--- src/rtl/rgb_contrast_inv.sv ---
// Inverse contrast map for RGB pixels: undoes the three-segment stretch of rgb_contrast_adj.
// Channels share one mapping datapath, sequenced R->G->B by a five-state FSM.
module rgb_contrast_inv (
    input  logic       clk_i,
    input  logic       rst_ni,
    input  logic       en_i,
    input  logic       valid_i,
    output logic       ready_i,
    input  logic [7:0] r_i,
    input  logic [7:0] g_i,
    input  logic [7:0] b_i,
    output logic       valid_o,
    input  logic       ready_o,
    output logic [7:0] r_o,
    output logic [7:0] g_o,
    output logic [7:0] b_o
);

    localparam logic [7:0] L1      = 8'd42;
    localparam logic [7:0] L2      = 8'd213;
    localparam logic [7:0] R1      = 8'd85;
    localparam logic [7:0] R2      = 8'd170;
    localparam logic [7:0] MID_MAX = 8'd210;
    localparam logic [7:0] GAP_VAL = 8'd169;

    localparam logic [2:0] IDLE   = 3'd0;
    localparam logic [2:0] CALC_R = 3'd1;
    localparam logic [2:0] CALC_G = 3'd2;
    localparam logic [2:0] CALC_B = 3'd3;
    localparam logic [2:0] OUT    = 3'd4;

    // Every segment result fits in 8 bits, so the arithmetic never needs a carry bit.
    function automatic logic [7:0] inv_map(input logic [7:0] y);
        logic [7:0] x;
        if (y < L1) begin
            x = y << 1;
        end else if (y <= MID_MAX) begin
            x = R1 + ((y - L1) >> 1);
        end else if (y < L2) begin
            x = GAP_VAL;
        end else begin
            x = R2 + ((y - L2) << 1);
        end
        return x;
    endfunction

    logic [2:0] state_q, state_d;
    logic       valid_q, ready_q, en_q;
    logic [7:0] r_q, g_q, b_q;
    logic [7:0] r_out_q, g_out_q, b_out_q;
    logic [7:0] ch_in_s, ch_out_s;

    // Next-state logic.
    always_comb begin
        state_d = state_q;
        case (state_q)
            IDLE: begin
                if (valid_i) begin
                    state_d = CALC_R;
                end else begin
                    state_d = IDLE;
                end
            end
            CALC_R: state_d = CALC_G;
            CALC_G: state_d = CALC_B;
            CALC_B: state_d = OUT;
            OUT: begin
                if (ready_o) begin
                    state_d = IDLE;
                end else begin
                    state_d = OUT;
                end
            end
            default: state_d = IDLE;
        endcase
    end

    // Shared channel datapath: pick the channel for this CALC state, map or bypass it.
    always_comb begin
        ch_in_s = 8'd0;
        case (state_q)
            CALC_R:  ch_in_s = r_q;
            CALC_G:  ch_in_s = g_q;
            CALC_B:  ch_in_s = b_q;
            default: ch_in_s = 8'd0;
        endcase
        if (en_q) begin
            ch_out_s = inv_map(ch_in_s);
        end else begin
            ch_out_s = ch_in_s;
        end
    end

    // FSM state plus handshake flags, registered from the next state.
    always_ff @(posedge clk_i or negedge rst_ni) begin
        if (!rst_ni) begin
            state_q <= IDLE;
            valid_q <= 1'b0;
            ready_q <= 1'b1;
        end else begin
            state_q <= state_d;
            valid_q <= (state_d == OUT);
            ready_q <= (state_d == IDLE);
        end
    end

    // Input capture on accept.
    always_ff @(posedge clk_i or negedge rst_ni) begin
        if (!rst_ni) begin
            r_q  <= 8'd0;
            g_q  <= 8'd0;
            b_q  <= 8'd0;
            en_q <= 1'b0;
        end else if ((state_q == IDLE) && valid_i) begin
            r_q  <= r_i;
            g_q  <= g_i;
            b_q  <= b_i;
            en_q <= en_i;
        end
    end

    // Result registers; each is written only in its own CALC state, so OUT holds them.
    always_ff @(posedge clk_i or negedge rst_ni) begin
        if (!rst_ni) begin
            r_out_q <= 8'd0;
            g_out_q <= 8'd0;
            b_out_q <= 8'd0;
        end else begin
            if (state_q == CALC_R) r_out_q <= ch_out_s;
            if (state_q == CALC_G) g_out_q <= ch_out_s;
            if (state_q == CALC_B) b_out_q <= ch_out_s;
        end
    end

    assign ready_i = ready_q;
    assign valid_o = valid_q;
    assign r_o     = r_out_q;
    assign g_o     = g_out_q;
    assign b_o     = b_out_q;

endmodule
--- config.mk ---
export PLATFORM = sky130hd
export DESIGN_NAME = rgb_contrast_inv
export DESIGN_NICKNAME = d
export VERILOG_FILES = /design/src/rtl/rgb_contrast_inv.sv
export SDC_FILE = /design/constraint.sdc
export NUM_CORES = 1
export LEC_CHECK = 0
export ABC_AREA = 1
export CAP_MARGIN = 20
export CORE_AREA = 2 2 91 93
export CTS_CLUSTER_DIAMETER = 80
export CTS_CLUSTER_SIZE = 8
export DETAILED_ROUTE_END_ITERATION = 16
export DIE_AREA = 0 0 93 95
export PLACE_DENSITY = 0.71
export SLEW_MARGIN = 20
export SYNTH_ARGS = -nofsm -noshare
export SYNTH_HDL_FRONTEND = slang
export SYNTH_SLANG_ARGS = --single-unit
--- constraint.sdc ---
create_clock -name clk_i -period 3.05 [get_ports clk_i]
set_clock_uncertainty 0.05 [all_clocks]
set_input_delay 0.61 -clock clk_i [delete_from_list [all_inputs] [get_ports clk_i]]
set_output_delay 0.61 -clock clk_i [all_outputs]
set_load 0.005 [all_outputs]
==> results.md, run 1 <==
- PostCTS Resize Cnt: 0
- Logic pwr share: 0.669
- Nets: 463
- Synth Cell Area: 3090 sq um
- Leak: 1.91 nW
- Residual DRC: 0
- Largest net degree at the start of global routing: 55
- CP required: 3210 ps
- TritonCTS buffer count: 5
- Largest stage delay on the critical path: 550 ps
- Leading post-synthesis cells by cell area: dfrtp_1 43%, nand2_1 16%, mux2_2 6.2%, nand3_1 5.7%, nand2_2 3.2%
- Via density: 4.83
- Final Instance Count excl. Fillers: 534
- Final TNS setup: 0 ps
- Clock network fraction of design power: 0.079
- Net switching power: 2.51 mW
- Netlist cell types: 35
- WP data arrival: 2810 ps
- #FFs+latches synth: 54
- FMAX: 377 MHz
- Grt ovf: 0
- R2r setup slk: 400 ps
- Final worst slack: 400 ps
- Layout area overhead: 22.9%
- CTS sink count: 54
- Port bufs: 54
- Vias in the first global route: 2491
- Tot GR Track Use: 0.170
- Crit path to: r_o[6]
- Metal3 WL: 248 um
- Pre-Repair DR Iteration Count: 4
- Post-route total power: 5.06 mW
- WL/cell: 13.3 um
- Place WS: 405 ps
- Layout fillers: 806
- HP Class: input pin to asynchronous set/reset pin
- Post-DP HPWL: 5410 um
- CTS tree: done
- Critical path buffer and inverter count: 2
- Sequential group share of total power: 0.253
- Highest Signal Layer: met4
- Avg Inst Size Synth: 8.27 sq um
- Sequential cell area fraction in the yosys report: 0.437
- Power Dens Cells: 1330 nW/um^2
- Layout cells sized above 1: 0.198
- Top delay family on crit path: simple AND/OR/NAND/NOR gates
- Vias: 2578
- Multi-input combinational cell area: 1530 sq um
- Final number of setup-violating endpoints: 0
- Cells after synthesis: 374
- Setup CP Type: flop to flop
- Slew Viols, Final: 0
- Switch share: 0.497
- Max-cap violations: 0
- Root Buffer: clkbuf_8
- Status: completed
- Cell area after placement: 3710 sq um
- Hold-fix buffers, CTS: 0
- RSZ-0062 raised after global routing: false
- H-tree levels: 2
- Worst slew pin tran: 664 ps
- Net count after synthesis: 409
- Synth warn: 0
- CP endpoint kind: flop
- R2R depth: 18
- Fin area: 3800 sq um
- Die area: 8840 sq um
- DRT antenna net count: 0
- Met2 WL: 3470 um
- Routed metal-1 wirelength: 3260 um
- Skew-Pair Late Insertion Delay: 310 ps
- Area leader, netlist: dfrtp_1
- Crit path from: state_q[1]
- Worst-path clk slew: 100 ps
- Max IR drop VDD: 0.536 mV
- Clk buf depth: 2
- Die width: 93 um
- Final wirelength: 7080 um
- Initial antenna violation count: 0
- Worst setup SP type: flop
- Die height: 95 um
- Period utilisation layout: 0.869
- First-pass GRT wire length: 11700 um
- Final GP Congestion: 0.962
- Register Area: 1350 sq um
- R2R Path Start: state_q[1]
- FP Rows: 33
- Fin. Hold Viols: 0
- Core ar.: 7930 sq um
- 1st-iter DRT viols: 90
- Crit path max fanout: 13
- Cell mode on critical path: nand2_1
- Starting Density: 0.390
- Setup repair bufs after CTS: 0
- Yosys top cell area share: 0.429
- Internal: 2.54 mW
- Crit path max-delay cell type: dfrtp_1
- Reg2Reg Capture Point: r_o[6]
- Stages on worst setup path: 18
- Cell Chain, Critical Path: inv_2 -> nand3_4 -> nor2_1 -> nor2_4 -> ha_1 -> inv_1 -> nand2_1 -> nand2_1 -> nand2_1 -> nand2_2 -> nand2_1 -> nand3_1 -> nand3_1 -> nand2_1 -> nand2_1 -> nand2_2 -> nand2_1 -> nand2_1
- Post-Place Cells: 526
- # diodes: 0
- Slew Limit Headroom: 0.557
- I/O pin cnt: 55
- Min cycle time layout: 2650 ps
==> how the worst min path moves through the flow <==
stage / start / end / slack, ps / cells past startpoint
finish: rst_ni / b_q[5] / 360 / 2
global route: rst_ni / g_o[1] / 410 / 2
CTS: rst_ni / b_q[5] / 370 / 2
detailed placement: b_o[4] / b_o[4] / 420 / 2
global placement: b_o[2] / b_o[2] / 410 / 2
floorplan: rst_ni / b_o[0] / 260 / 0
==> worst register-to-register path: stages, from the launching register on <==
cell and delay, ps:
dfrtp_1 550, inv_2 110, nand3_4 210, nor2_1 100
nor2_4 220, ha_1 240, inv_1 60, nand2_1 140
nand2_1 70, nand2_1 110, nand2_2 100, nand2_1 140
nand3_1 90, nand3_1 80, nand2_1 50, nand2_1 60
nand2_2 60, nand2_1 60, nand2_1 50
==> layout make-up <==
cell class	count	share of cell area
Inverter	32	0.0323
Tap cell	105	0.0346
Clock buffer	6	0.0191
Sequential cell	54	0.356
Clock inverter	2	0.00362
Multi-Input combinational cell	276	0.404
Timing Repair Buffer	59	0.151
==> logic make-up after synthesis <==
family / share of synthesized area
and+or+nand+nor: 0.347
DFF: 0.437
buffers and inverters: 0.0667
AOI/OAI and AO/OA: 0.0599
muxes: 0.0619
adders and majority gates: 0.0243
xor gates and xnor gates: 0.00283
==> registers in the layout, indices dropped and copies added, names as in the netlist <==
| name | cells |
|---|---|
| b_o | 8 |
| b_q | 8 |
| en_q | 1 |
| g_o | 8 |
| g_q | 8 |
| r_o | 8 |
| r_q | 8 |
| ready_i | 1 |
| state_q | 3 |
| valid_o | 1 |
==> power groups by stage <==
stage	combinational, mW	clock [mW]	sequential [mW]
floorplan	2.57	0	1.22
global placement	3.37	0	1.29
detailed placement	3.40	0	1.29
CTS	3.40	0.409	1.28
global route	3.82	0.442	1.32
finish	3.38	0.398	1.28
==> synthesized netlist by cell type <==
cell        n
or2_2       1
inv_4       1
nand3_1    35
nor2_2      2
nor2_1     15
buf_4       2
a21oi_2     2
dfrtp_1    53
nand2_4     1
clkbuf_1    5
nand4_2     1
nand3_2     5
nor3_1      1
buf_2       1
inv_2      10
nand2_2    16
ha_1        6
o21ai_4     1
dfstp_2     1
inv_1      20
buf_6       4
mux2_2     17
xor2_1      1
o21ai_0     4
o21ai_1     3
nand4_1     5
o22ai_1     1
nand3_4     2
nand2_1   134
a21oi_1    10
o21ai_2     5
clkinv_1    1
nor2_4      6
nand3b_1    1
a21oi_4     1
==> layout by cell type (no fill, tap or decap), types with 2 or more instances in the layout <==
cell             count
clkdlybuf4s50_1     53
nor2_2               2
a21oi_2              2
o21ai_2              5
mux2_2              17
o21ai_0              4
nand2_1            134
a21oi_1             10
nand3_1             35
buf_4                5
clkbuf_8             5
ha_1                 6
inv_1               20
nand3_2              5
o21ai_1              3
nor2_4               6
nand3_4              2
nor2_1              15
nand2_2             16
dfrtp_1             53
inv_2               10
nand4_1              5
==> metrics by stage <==
step | hold WS [ps] | utilization
after floorplan | 264 | -
after global routing | 411 | 0.479
final | 361 | 0.479
after CTS | 370 | 0.479
after detailed placement | 418 | 0.468
after global placement | 412 | 0.468
==> metal layers <==
metal,track usage,up-vias
met3,0.0319,7
li1,-,1301
met1,0.219,1218
met5,0,-
met4,0.0515,0
met2,0.290,52
Power figures use the tool's default switching activity.
==> run 2: changes to the inputs <==
Settings changed: CORE_AREA 2 2 91 93 to 4 4 93 95, DIE_AREA 0 0 93 95 to 0 0 97 99.
==> results.md, run 2 (synthesis results as in run 1) <==
- Max IR drop VDD: 0.486 mV (was 0.536 mV)
- Cell mode on critical path: nand2_1 (unchanged)
- Fin. Hold Viols: 0 (unchanged)
- Highest Signal Layer: met4 (unchanged)
- Slew Viols, Final: 0 (unchanged)
- Routed metal-1 wirelength: 3260 um (about the same)
- Via density: 4.82 (was 4.83)
- Worst-path clk slew: 100 ps (about the same)
- Grt ovf: 0 (unchanged)
- Vias in the first global route: 2592 (was 2491)
- Status: completed (unchanged)
- RSZ-0062 raised after global routing: false (unchanged)
- Post-route total power: 5.07 mW (was 5.06 mW)
- Final TNS setup: 0 ps (unchanged)
- Hold-fix buffers, CTS: 0 (unchanged)
- Final number of setup-violating endpoints: 0 (unchanged)
- Core ar.: 7730 sq um (was 7930 sq um)
- Nets: 463 (unchanged)
- Utilization after layout: 0.491 (was 0.479)
- # diodes: 0 (unchanged)
- Max-cap violations: 0 (unchanged)
- DRT antenna net count: 0 (unchanged)
- R2r setup slk: 410 ps (was 400 ps)
- FMAX: 379 MHz (was 377 MHz)
- Power Dens Cells: 1340 nW/um^2 (was 1330 nW/um^2)
- CTS tree: done (unchanged)
- Slew Limit Headroom: 0.541 (was 0.557)
- Min cycle time layout: 2640 ps (was 2650 ps)
- Cell Chain, Critical Path: inv_2 -> nand3_4 -> nor2_1 -> nor2_4 -> inv_2 -> ha_1 -> inv_1 -> nand3_2 -> nand2_1 -> nand2_1 -> nand2_1 -> nand2_1 -> o21ai_1 -> inv_1 -> nand2_1 -> nand2_1 -> nand3_1 -> nand2_1 (was inv_2 -> nand3_4 -> nor2_1 -> nor2_4 -> ha_1 -> inv_1 -> nand2_1 -> nand2_1 -> nand2_1 -> nand2_2 -> nand2_1 -> nand3_1 -> nand3_1 -> nand2_1 -> nand2_1 -> nand2_2 -> nand2_1 -> nand2_1)
- Die area: 9600 sq um (was 8840 sq um)
- Die height: 99 um (was 95 um)
- Final wirelength: 7320 um (was 7080 um)
- First-pass GRT wire length: 12400 um (was 11700 um)
- Met2 WL: 3610 um (was 3470 um)
- Skew-Pair Late Insertion Delay: 320 ps (was 310 ps)
- Post-DP HPWL: 5540 um (was 5410 um)
- Largest net degree at the start of global routing: 55 (unchanged)
- Clk buf depth: 2 (unchanged)
- Root Buffer: clkbuf_8 (unchanged)
- Crit path max-delay cell type: dfrtp_1 (unchanged)
- I/O pin cnt: 55 (unchanged)
- PostCTS Resize Cnt: 0 (unchanged)
- Reg2Reg Capture Point: r_o[5] (was r_o[6])
- Commonest non-fill, non-tap cell in the layout: nand2_1 (unchanged)
- Setup repair bufs after CTS: 0 (unchanged)
- Final worst slack: 412 ps (was 400 ps)
- CP endpoint kind: flop (unchanged)
- Leak: 1.92 nW (was 1.91 nW)
- Crit path max fanout: 13 (unchanged)
- Period utilisation layout: 0.865 (was 0.869)
- Largest stage delay on the critical path: 550 ps (about the same)
- Starting Density: 0.400 (was 0.390)
- Final GP Congestion: 0.883 (was 0.962)
- R2R depth: 18 (unchanged)
- Initial antenna violation count: 0 (unchanged)
- CP required: 3210 ps (about the same)
- R2R Path Start: state_q[1] (unchanged)
- WL/cell: 13.8 um (was 13.3 um)
- H-tree levels: 2 (unchanged)
- Setup CP Type: flop to flop (unchanged)
- Die width: 97 um (was 93 um)
- WP data arrival: 2800 ps (was 2810 ps)
- Metal3 WL: 333 um (was 248 um)
- HP Class: input pin to asynchronous set/reset pin (unchanged)
- Tot GR Track Use: 0.158 (was 0.170)
- FP Rows: 32 (was 33)
- TritonCTS buffer count: 5 (unchanged)
- Residual DRC: 0 (unchanged)
- Layout cells sized above 1: 0.200 (was 0.198)
- 1st-iter DRT viols: 177 (was 90)
- Commonest cells after routing, fill and taps aside: 134 x nand2_1, 53 x dfrtp_1, 53 x clkdlybuf4s50_1 (unchanged)
- Port bufs: 54 (unchanged)
- Vias: 2559 (was 2578)
- Place WS: 452 ps (was 405 ps)
- CTS sink count: 54 (unchanged)
- Worst slew pin tran: 688 ps (was 664 ps)
- Worst setup SP type: flop (unchanged)
- Pre-Repair DR Iteration Count: 4 (unchanged)
- Layout area overhead: 22.8% (was 22.9%)
-- run 2: cell types whose count changed in the layout (fill, tap and decap cells not counted), sizes merged --
| cell | previous run | this run |
|---|---|---|
| inv | 31 | 32 |
| clkbuf | 6 | 5 |
-- run 2: how the worst max path moves through the flow --
| stage | slack [ps] | endpoint | cells after the start | startpoint |
|---|---|---|---|---|
| floorplan | 820 | b_o[6] | 19 | state_q[0] |
| global placement | 550 | g_o[6] | 16 | state_q[1] |
| detailed placement | 450 | g_o[6] | 20 | state_q[1] |
| CTS | 440 | r_o[5] | 18 | state_q[1] |
| global route | 110 | r_o[5] | 18 | state_q[1] |
| finish | 410 | r_o[5] | 18 | state_q[1] |
-- run 2: critical path: cells and delay by family (launching register included) --
kind,cells,cell delay (ps)
and+or+nand+nor,12,1250
DFF,1,550
buffers and inverters,4,360
adders and majority gates,1,190
AOI/OAI and AO/OA,1,120
-- run 2: metrics by stage --
step | instances | hold WS [ps] | instance area, sq um
after floorplan | 374 | 264 | 3090
after global placement | 523 | 412 | 3710
after detailed placement | 523 | 416 | 3710
after CTS | 531 | 383 | 3800
after global routing | 531 | 422 | 3800
final | 531 | 353 | 3800
-- run 2: metal layers --
layer | vias up | global-route usage
li1 | 1296 | -
met1 | 1194 | 0.190
met2 | 59 | 0.287
met3 | 10 | 0.0283
met4 | 0 | 0.0454
met5 | - | 0
-- run 2: cell type report --
cell class / instances / area, sq um
fill: 743 / 3930
multi-input combinational: 276 / 1530
sequential: 54 / 1350
timing repair buffer: 59 / 573
tap: 102 / 128
inverter: 32 / 123
clock buffer: 5 / 68.8
clock inverter: 3 / 18.8
-- run 2: report_power, final --
part | switching (mW) | leakage (nW) | internal, mW
registers | 0.224 | 0.659 | 1.06
logic | 2.06 | 1.21 | 1.32
clock network | 0.247 | 0.0483 | 0.162
